$ cat config.mk
export PLATFORM = sky130hd
export DESIGN_NAME = jt51_timer_mmr
export DESIGN_NICKNAME = d
export VERILOG_FILES = /design/src/rtl/jt51_pkg.sv /design/src/rtl/jt51_busy_cnt.sv /design/src/rtl/jt51_timer_mmr.sv
export SDC_FILE = /design/constraint.sdc
export NUM_CORES = 1
export LEC_CHECK = 0
export ABC_AREA = 1
export CAP_MARGIN = 25
export CORE_MARGIN = 5
export CORE_UTILIZATION = 51
export CTS_CLUSTER_DIAMETER = 40
export DETAILED_ROUTE_END_ITERATION = 8
export GPL_TIMING_DRIVEN = 0
export PLACE_DENSITY = 0.74
export SYNTH_ARGS = -nofsm -noshare
export SYNTH_HDL_FRONTEND = slang
export SYNTH_SLANG_ARGS = --single-unit
$ cat constraint.sdc
create_clock -name clk -period 1.58 [get_ports clk]
set_clock_uncertainty 0.1 [all_clocks]
set_input_delay 0.316 -clock clk [delete_from_list [all_inputs] [get_ports clk]]
set_output_delay 0.316 -clock clk [all_outputs]
set_load 0.1 [all_outputs]
$ cat src/rtl/jt51_pkg.sv
// Shared JT51 definitions: timer register map, control-bit layout and busy timing.
package jt51_pkg;

    localparam logic [7:0] REG_VALA_HI = 8'h10;
    localparam logic [7:0] REG_VALA_LO = 8'h11;
    localparam logic [7:0] REG_VALB    = 8'h12;
    localparam logic [7:0] REG_CTRL    = 8'h14;

    localparam int CTRL_LOAD_A = 0;
    localparam int CTRL_LOAD_B = 1;
    localparam int CTRL_IRQ_A  = 2;
    localparam int CTRL_IRQ_B  = 3;
    localparam int CTRL_CLR_A  = 4;
    localparam int CTRL_CLR_B  = 5;
    localparam int CTRL_CSM    = 7;

    localparam int BUSY_CYCLES_DEF = 32;

    typedef struct packed {
        logic [7:0] addr;
        logic [7:0] data;
    } wr_pair_t;

endpackage

$ cat src/rtl/jt51_busy_cnt.sv
// Busy down-counter: loads on commit, counts cen ticks down, holds at zero.
module jt51_busy_cnt
    import jt51_pkg::*;
#(
    parameter int BUSY_CYCLES = BUSY_CYCLES_DEF
) (
    input  logic clk,
    input  logic rst_n,
    input  logic cen_i,
    input  logic load_i,
    output logic nz_o
);

    logic [7:0] cnt_q, cnt_d;

    always_comb begin
        cnt_d = cnt_q;
        if (load_i)
            cnt_d = 8'(BUSY_CYCLES);
        else if (cen_i && cnt_q != 8'd0)
            cnt_d = cnt_q - 8'd1;
    end

    always_ff @(posedge clk or negedge rst_n) begin
        if (!rst_n) cnt_q <= 8'd0;
        else        cnt_q <= cnt_d;
    end

    assign nz_o = (cnt_q != 8'd0);

endmodule

$ cat src/rtl/jt51_timer_mmr.sv
// JT51 timer register file: CPU write capture, cen-paced commit and busy status.
module jt51_timer_mmr
    import jt51_pkg::*;
#(
    parameter int BUSY_CYCLES = BUSY_CYCLES_DEF
) (
    input  logic       clk,
    input  logic       rst_n,
    input  logic       cen,
    input  logic       cs_n,
    input  logic       wr_n,
    input  logic       a0,
    input  logic [7:0] din,
    output logic [7:0] dout,
    input  logic       flag_A,
    input  logic       flag_B,
    output logic [9:0] value_A,
    output logic [7:0] value_B,
    output logic       load_A,
    output logic       load_B,
    output logic       enable_irq_A,
    output logic       enable_irq_B,
    output logic       csm,
    output logic       clr_flag_A,
    output logic       clr_flag_B,
    output logic       busy
);

    logic       wr_q;
    logic [7:0] addr_q, addr_d;
    logic       pend_q, pend_d;
    wr_pair_t   pair_q, pair_d;
    logic [9:0] vala_q, vala_d;
    logic [7:0] valb_q, valb_d;
    logic [4:0] ctrl_q, ctrl_d;
    logic       clra_d, clrb_d;
    logic       clra_q, clrb_q;
    logic [7:0] dout_q;
    logic       cnt_nz;
    logic       wr_now, wr_ev, commit;

    assign wr_now = !cs_n && !wr_n;
    assign wr_ev  = wr_now && !wr_q;
    assign commit = cen && pend_q;

    always_comb begin
        addr_d = addr_q;
        pend_d = pend_q;
        pair_d = pair_q;
        vala_d = vala_q;
        valb_d = valb_q;
        ctrl_d = ctrl_q;
        clra_d = 1'b0;
        clrb_d = 1'b0;
        if (wr_ev && !a0)
            addr_d = din;
        if (commit) begin
            pend_d = 1'b0;
            case (pair_q.addr)
                REG_VALA_HI: vala_d[9:2] = pair_q.data;
                REG_VALA_LO: vala_d[1:0] = pair_q.data[1:0];
                REG_VALB:    valb_d      = pair_q.data;
                REG_CTRL: begin
                    ctrl_d = {pair_q.data[CTRL_CSM],
                              pair_q.data[CTRL_IRQ_B],
                              pair_q.data[CTRL_IRQ_A],
                              pair_q.data[CTRL_LOAD_B],
                              pair_q.data[CTRL_LOAD_A]};
                    clra_d = pair_q.data[CTRL_CLR_A];
                    clrb_d = pair_q.data[CTRL_CLR_B];
                end
                default: ;
            endcase
        end
        // A data write landing on the commit clk queues behind the older pair
        if (wr_ev && a0) begin
            pend_d = 1'b1;
            pair_d = '{addr: addr_q, data: din};
        end
    end

    always_ff @(posedge clk or negedge rst_n) begin
        if (!rst_n) begin
            wr_q   <= 1'b0;
            addr_q <= 8'd0;
            pend_q <= 1'b0;
            pair_q <= '0;
            vala_q <= 10'd0;
            valb_q <= 8'd0;
            ctrl_q <= 5'd0;
            clra_q <= 1'b0;
            clrb_q <= 1'b0;
            dout_q <= 8'd0;
        end else begin
            wr_q   <= wr_now;
            addr_q <= addr_d;
            pend_q <= pend_d;
            pair_q <= pair_d;
            vala_q <= vala_d;
            valb_q <= valb_d;
            ctrl_q <= ctrl_d;
            clra_q <= clra_d;
            clrb_q <= clrb_d;
            dout_q <= {busy, 5'b0, flag_B, flag_A};
        end
    end

    jt51_busy_cnt #(
        .BUSY_CYCLES (BUSY_CYCLES)
    ) u_busy_cnt (
        .clk    (clk),
        .rst_n  (rst_n),
        .cen_i  (cen),
        .load_i (commit),
        .nz_o   (cnt_nz)
    );

    assign busy         = pend_q || cnt_nz;
    assign dout         = dout_q;
    assign value_A      = vala_q;
    assign value_B      = valb_q;
    assign load_A       = ctrl_q[0];
    assign load_B       = ctrl_q[1];
    assign enable_irq_A = ctrl_q[2];
    assign enable_irq_B = ctrl_q[3];
    assign csm          = ctrl_q[4];
    assign clr_flag_A   = clra_q;
    assign clr_flag_B   = clrb_q;

endmodule

* Yosys cells after proc, flatten, opt, wreduce, memory -nomap -nowiden
Cells that the tools add are included.
Operators by class: add/sub/neg operators 1, equality and inequality tests 4, multiplexer cells 8, reductions and logical operators 18
Operators with widths (count):
- 8-bit by 5-bit == test with 1-bit output (second input constant) | 4
- 8-bit 2-to-1 mux | 2
- 2-bit AND reduction | 4
- 8-bit nonzero test | 1
- 8-bit by 1-bit subtractor with 8-bit output (second input constant) | 1
- 1-bit logical AND | 6
- 1-bit 2-to-1 mux | 6
- 1-bit logical NOT | 4
- 2-bit nonzero test | 2
- 1-bit logical OR | 1
Word-level totals: register bits after elaboration 62, input bits 16, word-level logic and storage cells 44

* Depth between registers and ports, before layout
Gate-level depths: netlist of the first run.
depth after elaboration 5, mapped depth 10, gate-level depth less buffers 10

* Cells and area by module
From an unflattened synthesis of the first run, not the netlist that was laid out.
Unflattened totals: cell total of the unflattened synthesis 301, area, all modules 2706.3 um^2
By module, submodules not included:
- jt51_timer_mmr | times used 1, cells an instance 232, area each 2204.6 um^2
- jt51_busy_cnt | times used 1, cells an instance 69, area each 501.7 um^2

* Worst setup path after synthesis of the first run
Ideal clock, no wire load.
path type register to output, from register u_busy_cnt.cnt_q[0], to output busy, arrival time 1.419 ns, required time 1.164 ns, setup slack -0.255 ns, stages on the path, launching flop included 8, path buffers 0, cells stage by stage dfrtp_1 -> inv_1 -> ha_1 -> inv_1 -> nor2_1 -> nand2_1 -> nor2_2 -> inv_1
Between the ends: word-level cells in the longest chain between the ends 2
RTL lines:
- start, declared | RTL line jt51_busy_cnt.sv:14 | logic [7:0] cnt_q, cnt_d;
- start signal, assigned | RTL line jt51_busy_cnt.sv:26 | else cnt_q <= cnt_d;
- 8-bit nonzero test | RTL line jt51_busy_cnt.sv:29 | assign nz_o = (cnt_q != 8'd0);
- 1-bit logical OR | RTL line jt51_timer_mmr.sv:118 | assign busy = pend_q || cnt_nz;
- end, declared | RTL line jt51_timer_mmr.sv:26 | output logic busy
Every way passes these cells.

* Worst setup path in the final report of the first run
from register u_busy_cnt.cnt_q[1], to output busy
Same word-level chain as after synthesis.

==> results of run 1 <==
through the flow:
stage	cells	hold slack (ns)	total power, µW	worst slack, ns
6_report	415	0.327	4890	-0.386
5_1_grt	415	0.315	5190	-0.456
4_1_cts	408	0.318	4790	-0.388
3_5_place_dp	391	0.299	3420	-0.912
3_3_place_gp	390	0.366	3360	-1.87
2_1_floorplan	276	-0.0796	3090	-0.207
cells in the final DEF (no fill, tap or decap), drive strengths merged:
master / count
nor2: 21
buf: 49
a21oi: 3
clkdlybuf4s50: 14
ha: 1
mux2: 5
inv: 34
bufinv: 1
clkbuf: 14
nand2: 68
dlygate4sd3: 1
nand3: 10
or2: 1
o21ai: 46
dfrtp: 62
nand4: 2
clkinvlp: 2
nor3: 3
nand3b: 3
conb: 5
metal layers:
layer | up-vias | part of all wire, %
met5 | - | 0
met4 | 0 | 1.9
met3 | 9 | 4.7
met2 | 46 | 48
met1 | 936 | 45
li1 | 1004 | -
worst max-delay path: cells and delay by family, from the launching register on:
kind | cells | cell delay (ns)
flip-flops | 1 | 0.39
AND/OR/NAND/NOR | 3 | 0.29
adder cells (fa/ha/maj) | 1 | 0.13
buffers and inverters | 4 | 0.43
power groups by stage:
| stage | clock [µW] | combinational (µW) | sequential, µW |
|---|---|---|---|
| after floorplan | 0 | 809 | 2280 |
| after global routing | 1450 | 1610 | 2130 |
| after detailed placement | 0 | 1320 | 2100 |
| after CTS | 1380 | 1340 | 2070 |
| after global placement | 0 | 1280 | 2080 |
| final | 1350 | 1450 | 2090 |
sequential cells by signal, indices dropped and copies added (netlist names), 3 cells and up:
| name | count |
|---|---|
| pair_q | 16 |
| value_A | 10 |
| addr_q | 8 |
| u_busy_cnt.cnt_q | 8 |
| value_B | 8 |
| ctrl_q | 5 |
| dout | 3 |
path summary, 6_finish.rpt:
kind | start | end | slack, ns | cells past startpoint
setup / recovery | u_busy_cnt.cnt_q[1] | busy | -0.39 | 8
hold / removal | flag_A | dout[0] | 0.33 | 1
setup reg to reg | u_busy_cnt.cnt_q[1] | u_busy_cnt.cnt_q[4] | -0.11 | 11
hold reg to reg | value_B[2] | value_B[2] | 0.38 | 2
max in group asynchronous | rst_n | clr_flag_B | 0.30 | 3
min in group asynchronous | rst_n | u_busy_cnt.cnt_q[7] | 0.46 | 2
cell families (layout without fill, tap and decap cells):
family	after synthesis	after routing	synth area share, %
AOI/OAI and AO/OA	49	49	12.1
other	1	5	0.141
muxes	5	5	2.11
and+or+nand+nor	108	108	18.8
adders and majority gates	1	1	0.469
DFF	62	62	58.1
buffers and inverters	46	115	8.25
area by class of cell:
class | instances | area, µm²
flip-flops and latches | 62 | 1550
clock inverters | 1 | 30.0
multi-input cells | 168 | 950
inverters | 35 | 138
repair inverters | 1 | 7.51
plain buffers | 11 | 86.3
well taps | 70 | 87.6
repair buffers | 54 | 410
clock buffers | 13 | 159
fillers | 426 | 1690
repair_timing:
action | 4_1_cts | 5_1_grt
setup buffers | 2 | 6
setup endpoints to repair | 29 | 11
endpoints found under the hold margin | 28 | 0
gates cloned | 0 | 1
pin swaps | 2 | 3
hold buffers | 1 | 0
resized for setup | 149 | 7
==> results.py, run 1 <==
metrics = {
    "routing": {
        "via_per_inst": 4.81,
        "drt.antenna.violating_nets": 0,
        "route.detailed.drc": 0,
        "wl_per_cell_um": 13.3,
        "finalWirelength_um": 5500,
        "drt-pass1-iter-count": 4,
        "vias": 1995,
        "drtIter0Drc": 116,
    },
    "clock_tree": {
        "clock_latency_ns": 0.33,
        "cts_root_buf": "clkbuf_8",
        "clkSlewWorstSetupHoldPaths_ns": 0.06,
        "htree_levels": 3,
        "cts_max_path_buffers": 2,
        "cts_sinks": 62,
        "cts_tree": "yes",
        "cts_made_buffers": 9,
    },
    "cells_and_area": {
        "utilization_pct": 67.0,
        "syn_to_final_growth_pct": 28.1,
        "n_antenna_cell": 0,
        "fin_nets": 359,
        "finalInstanceArea_mm2": 0.00342,
        "drive_gt1_share_pct": 31.9,
    },
    "global_routing": {
        "grt_max_degree": 35,
        "grt_use_total_pct": 18.0,
        "overflow": 0,
        "met2_usage_pct": 29.5,
        "gr-usage-met1_pct": 22.7,
        "grt_pass1_vias": 1928,
        "grt_busiest_layer": "met2",
        "grt_pass1_wl_um": 9040,
        "antenna_found_initial": 0,
        "use_met3_pct": 3.25,
    },
    "critical_path": {
        "crit_chain": "inv_2 -> ha_4 -> inv_2 -> nor2_1 -> nand2_1 -> nor2_4 -> clkinvlp_4 -> buf_12",
        "crit_arrival_ns": 1.55,
        "cp_slowest_cell": "dfrtp_1",
        "cp_data_required_time_ns": 1.16,
        "crit_top_cell": "inv_2",
        "crit_fanout": 2,
        "worst_path_largest_cell_delay_ns": 0.39,
        "worst_setup_path_end_kind": "output port",
        "critPathKind": "reg2out",
        "critPathLaunchType": "flip-flop",
    },
    "sta": {
        "max_slew_margin_pct": 55.0,
        "fmax_mhz": 509,
        "rsz0062_at_grt": "true",
        "finalCriticalPeriod_ns": 1.97,
        "final.setup.tns_ns": -0.916,
        "worst_pin_slew_ns": 0.676,
        "setup_viol": 8,
        "drv_slew": 0,
        "min_period_over_period_pct": 124,
        "hold_violations": 0,
        "setup_slack_ns": -0.386,
    },
    "pwr": {
        "power_density_mw_per_mm2": 1430,
        "switching_share_pct": 35.5,
        "peakVddDrop_uv": 777,
        "leakage_uw": 0.00177,
        "pwr-share-seq_pct": 42.7,
        "p_switching_uw": 1730,
        "combinationalPowerShare_pct": 29.6,
        "pwr-share-clk_pct": 27.7,
        "p_int_uw": 3150,
    },
    "place": {
        "gp_congestion": 0.801,
        "io_buffer_count": 44,
        "dpl_cell_area_mm2": 0.00325,
        "dp_hpwl_um": 3860,
    },
    "worst_hold_path": {
        "worstHoldPathType": "in2reg",
    },
    "yosys": {
        "synthTopCellsByArea": "dfrtp_1 58%, nand2_1 9.1%, o21ai_2 6.9%",
        "yosys_register_bits": 62,
        "synth_area_mm2": 0.00267,
        "avgSynthCellArea_um2": 9.81,
        "ys_seq_area_share_pct": 58.1,
        "synthArstFlopShare_pct": 100,
        "yosysWarnings": 0,
        "synth_edf_count": 0,
        "synth_most_common_cell": "nand2_1",
        "synth.distinct_cells": 26,
        "synth_largest_area_cell": "dfrtp_1",
        "syn_inst": 272,
        "ys.flop_type": "dfrtp_1",
        "synthDominantCellAreaShare_pct": 58.1,
        "synth_commonest_cells": "65 x nand2_1, 62 x dfrtp_1, 34 x inv_1",
    },
    "floorplan": {
        "die_area_mm2": 0.00678,
        "core_area_mm2": 0.00511,
        "die_y_um": 82.3,
        "start_util_pct": 52.3,
        "num_rows": 26,
        "io_pins": 50,
        "fp.dieW_um": 82.3,
    },
    "status": {
        "failed_checks": "setup timing",
        "outcome": "complete, but fails checks",
    },
    "run": {
        "max_cap_viol_count": 0,
    },
}
(Power assumes the default switching activity.)
==> inputs of run 2 (changes only) <==
Settings changed: CORE_UTILIZATION 51 to 46, PLACE_DENSITY 0.74 to 0.71, SLEW_MARGIN set to 20.
Clock period 1.58 ns to 1.6 ns, I/O delays scaled along.
==> results.py, run 2 (synthesized netlist as in run 1, its figures left out) <==
metrics = {
    "status": {
        "outcome": "complete, but fails checks",
        "failed_checks": "setup timing",
    },
    "clock_tree": {
        "cts_tree": "yes",
        "cts_made_buffers": 9,
        "cts_max_path_buffers": 2,
        "htree_levels": 3,
        "cts_root_buf": "clkbuf_8",
        "clock_latency_ns": 0.34,
        "cts_sinks": 62,
        "clkSlewWorstSetupHoldPaths_ns": 0.07,
    },
    "critical_path": {
        "r2r-end": "u_busy_cnt.cnt_q[1]",
        "ff2ff_setup_slack_ns": -0.18,
        "worstSetupStartpoint": "u_busy_cnt.cnt_q[0]",
        "cp_data_required_time_ns": 1.18,
        "crit_fanout": 4,
        "worst_setup_path_end_kind": "output port",
        "cp-endpoint": "busy",
        "critPathKind": "reg2out",
        "rr_worst_depth": 12,
        "r2r_start": "u_busy_cnt.cnt_q[0]",
        "crit_arrival_ns": 1.57,
        "critPathLaunchType": "flip-flop",
    },
    "pwr": {
        "p_switching_uw": 1790,
        "switching_share_pct": 36.6,
        "combinationalPowerShare_pct": 30.6,
        "pwr-share-seq_pct": 41.7,
        "p_int_uw": 3100,
        "peakVddDrop_uv": 794,
        "leakage_uw": 0.00176,
        "power_density_mw_per_mm2": 1410,
        "pwr-share-clk_pct": 27.7,
    },
    "routing": {
        "met1_length_um": 2400,
        "drtIter0Drc": 156,
        "vias": 2027,
        "met3_length_um": 402,
        "wl_per_cell_um": 12.8,
        "finalWirelength_um": 5400,
        "via_per_inst": 4.80,
        "top_layer": "met4",
        "drt-pass1-iter-count": 4,
        "met2_length_um": 2470,
        "route.detailed.drc": 0,
        "drt.antenna.violating_nets": 0,
    },
    "cells_and_area": {
        "multiInputGateArea_um2": 942,
        "drive_gt1_share_pct": 34.3,
        "top_register": "pair_q",
        "largest_register_ffs": 16,
        "n_antenna_cell": 0,
        "seq_area_mm2": 0.00155,
        "fin_nets": 362,
        "final_cell_mix": "63 x nand2_1, 62 x dfrtp_1, 30 x inv_1, 23 x buf_2, 22 x o21ai_0",
        "finalInstanceArea_mm2": 0.00347,
        "syn_to_final_growth_pct": 30.1,
        "num-fill-cells": 478,
        "final_common_cell": "nand2_1",
        "utilization_pct": 62.3,
    },
    "sta": {
        "min_period_over_period_pct": 125,
        "fmax_mhz": 502,
        "rsz0062_at_grt": "true",
        "finalCriticalPeriod_ns": 1.99,
        "hold-worst-slack_ns": 0.305,
        "hold_violations": 0,
        "drv_slew": 0,
        "setup_viol": 9,
        "final.setup.tns_ns": -1.41,
        "setup_slack_ns": -0.394,
    },
    "place": {
        "pre_cts_ws_ns": -0.933,
        "dpl_cell_area_mm2": 0.00325,
        "gp_congestion": 0.782,
        "dp_hpwl_um": 3740,
        "io_buffer_count": 44,
    },
    "run": {
        "max_cap_viol_count": 0,
    },
    "floorplan": {
        "fp.dieW_um": 86.2,
        "num_rows": 27,
        "io_pins": 50,
        "core_area_mm2": 0.00557,
        "die_area_mm2": 0.00743,
        "start_util_pct": 47.9,
        "die_y_um": 86.2,
    },
    "global_routing": {
        "grt_use_total_pct": 15.6,
        "grt_pass1_wl_um": 9000,
        "grt_max_degree": 43,
        "overflow": 0,
        "antenna_found_initial": 0,
        "grt_pass1_vias": 1927,
    },
    "worst_hold_path": {
        "worstHoldPathType": "in2async",
    },
}
## run 2: per-layer routing
metal,global-route usage (%),up-vias
met5,0,-
met4,7.22,0
met3,4.66,11
met2,23.4,55
met1,20.8,954
li1,-,1007
## run 2: layout make-up
| type | instances | area share (%) |
|---|---|---|
| repair buffers | 57 | 13.1 |
| clock inverters | 7 | 2.16 |
| plain buffers | 11 | 2.49 |
| repair inverters | 1 | 0.216 |
| inverters | 35 | 4.03 |
| well taps | 72 | 2.59 |
| clock buffers | 9 | 3.57 |
| flip-flops and latches | 62 | 44.7 |
| multi-input cells | 168 | 27.1 |
## run 2: worst min-delay path by stage
stage	from	end	slack (ns)	cells past startpoint
detailed placement	rst_n	dout[0]	0.13	1
floorplan	rst_n	addr_q[0]	-0.08	0
global route	flag_B	dout[1]	0.30	1
global placement	value_B[2]	value_B[2]	0.37	2
finish	rst_n	dout[0]	0.31	2
CTS	rst_n	dout[0]	0.30	2
## run 2: what timing repair did
item                                    in CTS  in global routing
hold buffers                                 1                  0
buffers inserted                             5                  6
gates resized for setup                    152                 14
hold endpoints to repair                    20                  0
endpoints found under the setup margin      29                 18
pin swaps                                    3                  5
gates cloned                                 0                  1
## run 2: worst max-delay path, stage by stage, from the launching register on
cell        delay, ns
dfrtp_1          0.37
inv_2            0.10
ha_4             0.15
inv_2            0.04
nor2_2           0.11
nand2_2          0.07
nor2_4           0.11
clkinvlp_4       0.12
buf_12           0.17
## run 2: power groups by stage
stage          combinational (µW)  clock (µW)  sequential [µW]
2_1_floorplan                 799           0             2250
3_3_place_gp                 1270           0             2060
3_5_place_dp                 1310           0             2070
4_1_cts                      1380        1380             2040
5_1_grt                      1660        1470             2090
6_report                     1500        1350             2040
## run 2: stage by stage
step,cells,total power [µW]
floorplan,276,3050
global placement,392,3330
detailed placement,393,3380
CTS,415,4800
global route,422,5220
finish,422,4890
==> inputs of run 3 (changes only) <==
Settings changed: CAP_MARGIN 25 to 20, CORE_UTILIZATION 46 to 49, CTS_BUF_LIST set to sky130_fd_sc_hd__clkbuf_8, PLACE_DENSITY 0.71 to 0.75, SYNTH_HIERARCHICAL set to 1.
==> results.py, run 3 <==
metrics = {
    "yosys": {
        "synth_most_common_cell": "nand2_1",
        "ys_seq_area_share_pct": 57.3,
        "synth_largest_area_cell": "dfrtp_1",
        "synth_commonest_cells": "85 x nand2_1, 62 x dfrtp_1, 28 x inv_1",
        "synthDominantCellAreaShare_pct": 57.3,
        "synthArstFlopShare_pct": 100,
        "synth_edf_count": 0,
        "yosysWarnings": 6,
        "ys.flop_type": "dfrtp_1",
        "synth_area_mm2": 0.00271,
        "synthTopCellsByArea": "dfrtp_1 57%, nand2_1 12%, nand3_1 5.0%",
        "synth.distinct_cells": 23,
        "avgSynthCellArea_um2": 8.99,
        "yosys_register_bits": 62,
        "syn_inst": 301,
    },
    "status": {
        "failed_checks": "setup timing",
        "outcome": "complete, but fails checks",
    },
    "sta": {
        "hold-worst-slack_ns": 0.311,
        "rsz0062_at_grt": "true",
        "finalCriticalPeriod_ns": 1.99,
        "fmax_mhz": 502,
        "drv_slew": 0,
        "min_period_over_period_pct": 124,
        "setup_viol": 1,
        "hold_violations": 0,
        "setup_slack_ns": -0.391,
    },
    "pwr": {
        "p_total_uw": 4650,
        "peakVddDrop_uv": 755,
        "power_density_mw_per_mm2": 1330,
        "leakage_uw": 0.00186,
    },
    "cells_and_area": {
        "syn_to_final_growth_pct": 29.5,
        "final_cell_mix": "85 x nand2_1, 58 x dfrtp_1, 32 x buf_2, 26 x inv_1, 26 x nand3_1",
        "n_antenna_cell": 0,
        "utilization_pct": 64.5,
        "drive_gt1_share_pct": 27.3,
        "largest_register_ffs": 16,
        "fin_nets": 394,
        "final_common_cell": "nand2_1",
        "top_register": "pair_q",
    },
    "routing": {
        "via_per_inst": 5.00,
        "finalWirelength_um": 6030,
        "vias": 2266,
        "drtIter0Drc": 152,
        "route.detailed.drc": 0,
        "drt.antenna.violating_nets": 0,
        "drt-pass1-iter-count": 4,
        "wl_per_cell_um": 13.3,
    },
    "clock_tree": {
        "htree_levels": 3,
        "cts_sinks": 62,
        "clock_latency_ns": 0.33,
        "cts_tree": "yes",
        "clkSlewWorstSetupHoldPaths_ns": 0.06,
        "cts_root_buf": "clkbuf_8",
        "cts_max_path_buffers": 2,
        "cts_made_buffers": 9,
    },
    "floorplan": {
        "num_rows": 27,
        "die_y_um": 84.3,
        "fp.dieW_um": 84.3,
        "start_util_pct": 49.8,
        "die_area_mm2": 0.00711,
        "core_area_mm2": 0.00544,
        "io_pins": 50,
    },
    "place": {
        "dp_hpwl_um": 4120,
        "io_buffer_count": 44,
        "gp_congestion": 0.854,
    },
    "global_routing": {
        "antenna_found_initial": 0,
        "grt_max_degree": 46,
        "overflow": 0,
        "grt_pass1_vias": 2077,
        "grt_pass1_wl_um": 9730,
        "grt_use_total_pct": 17.3,
    },
    "critical_path": {
        "cp_data_required_time_ns": 1.18,
        "crit_fanout": 4,
        "worst_setup_path_end_kind": "output port",
        "crit_arrival_ns": 1.57,
        "critPathKind": "reg2out",
        "critPathLaunchType": "flip-flop",
    },
    "run": {
        "max_cap_viol_count": 0,
    },
    "worst_hold_path": {
        "worstHoldPathType": "in2async",
    },
}
==> run 3: routing by layer <==
| layer | up-vias | GRT usage, % | routed length (µm) |
|---|---|---|---|
| li1 | 1104 | - | - |
| met4 | 0 | 7.89 | 103 |
| met3 | 11 | 3.93 | 374 |
| met1 | 1093 | 23.8 | 2760 |
| met5 | - | 0 | 0 |
| met2 | 58 | 26.2 | 2800 |
==> run 3: layout make-up <==
type                            instances  area, µm²
Inverter                               31        123
Tap cell                               72       90.1
Clock buffer                           10        138
Clock inverter                          5       51.3
Buffer                                  9       57.6
Sequential cell                        62       1560
Multi-Input combinational cell        203       1030
Fill cell                             443       1930
Timing Repair Buffer                   61        458
==> run 3: path summary, 6_finish.rpt <==
kind | from | end | slack, ns | depth (start not counted)
max reg2reg | u_busy_cnt/cnt_q[1] | u_busy_cnt/cnt_q[5] | 0.04 | 10
min | rst_n | dout[0] | 0.31 | 2
min reg2reg | ctrl_q[4] | ctrl_q[4] | 0.37 | 2
max in group asynchronous | rst_n | u_busy_cnt/cnt_q[1] | 0.60 | 3
max | u_busy_cnt/cnt_q[3] | busy | -0.39 | 6
min in group clk | flag_B | dout[1] | 0.33 | 1
==> run 3: through the flow <==
| stage | TNS [ns] | setup slack, ns | std cells | cell area, µm² |
|---|---|---|---|---|
| after CTS | -0.394 | -0.394 | 443 | 3420 |
| after floorplan | -0.00765 | -0.00765 | 305 | 2740 |
| after detailed placement | -15.99 | -0.949 | 422 | 3300 |
| after global placement | -128.92 | -1.84 | 421 | 3270 |
| final | -0.391 | -0.391 | 453 | 3510 |
| after global routing | -0.524 | -0.437 | 453 | 3510 |
==> run 3: worst max-delay path, stage by stage, from the launching register on <==
cell	delay, ns
dfrtp_2	0.44
nor2_4	0.16
nand2_2	0.08
nor2_4	0.10
inv_1	0.04
or2_4	0.25
buf_12	0.17
==> run 3: cells by family (layout without fill, tap and decap cells) <==
group           count (synthesis)  count (layout)  synth area share, %
compound gates                 29              29                 5.36
xor+xnor                        1               1                0.324
fa+ha+maj                       1               1                0.462
buf+inv                        40             116                 6.47
flops                          62              62                 57.3
other cells                     1               5                0.139
simple gates                  167             167                 29.9
==> run 3: where the power goes <==
| part | leakage, µW | switching (µW) | internal [µW] |
|---|---|---|---|
| sequential | 0.000793 | 229 | 1800 |
| combinational | 0.000965 | 786 | 526 |
| clock | 0.0000993 | 562 | 741 |
==> run 3: timing repair <==
| item | CTS | global route |
|---|---|---|
| hold buffers | 1 | 0 |
| cloned | 0 | 0 |
| buffers inserted | 5 | 10 |
| pin swaps | 2 | 5 |
| endpoints found under the setup margin | 29 | 7 |
| resized for setup | 153 | 5 |
| hold endpoints to repair | 17 | 0 |
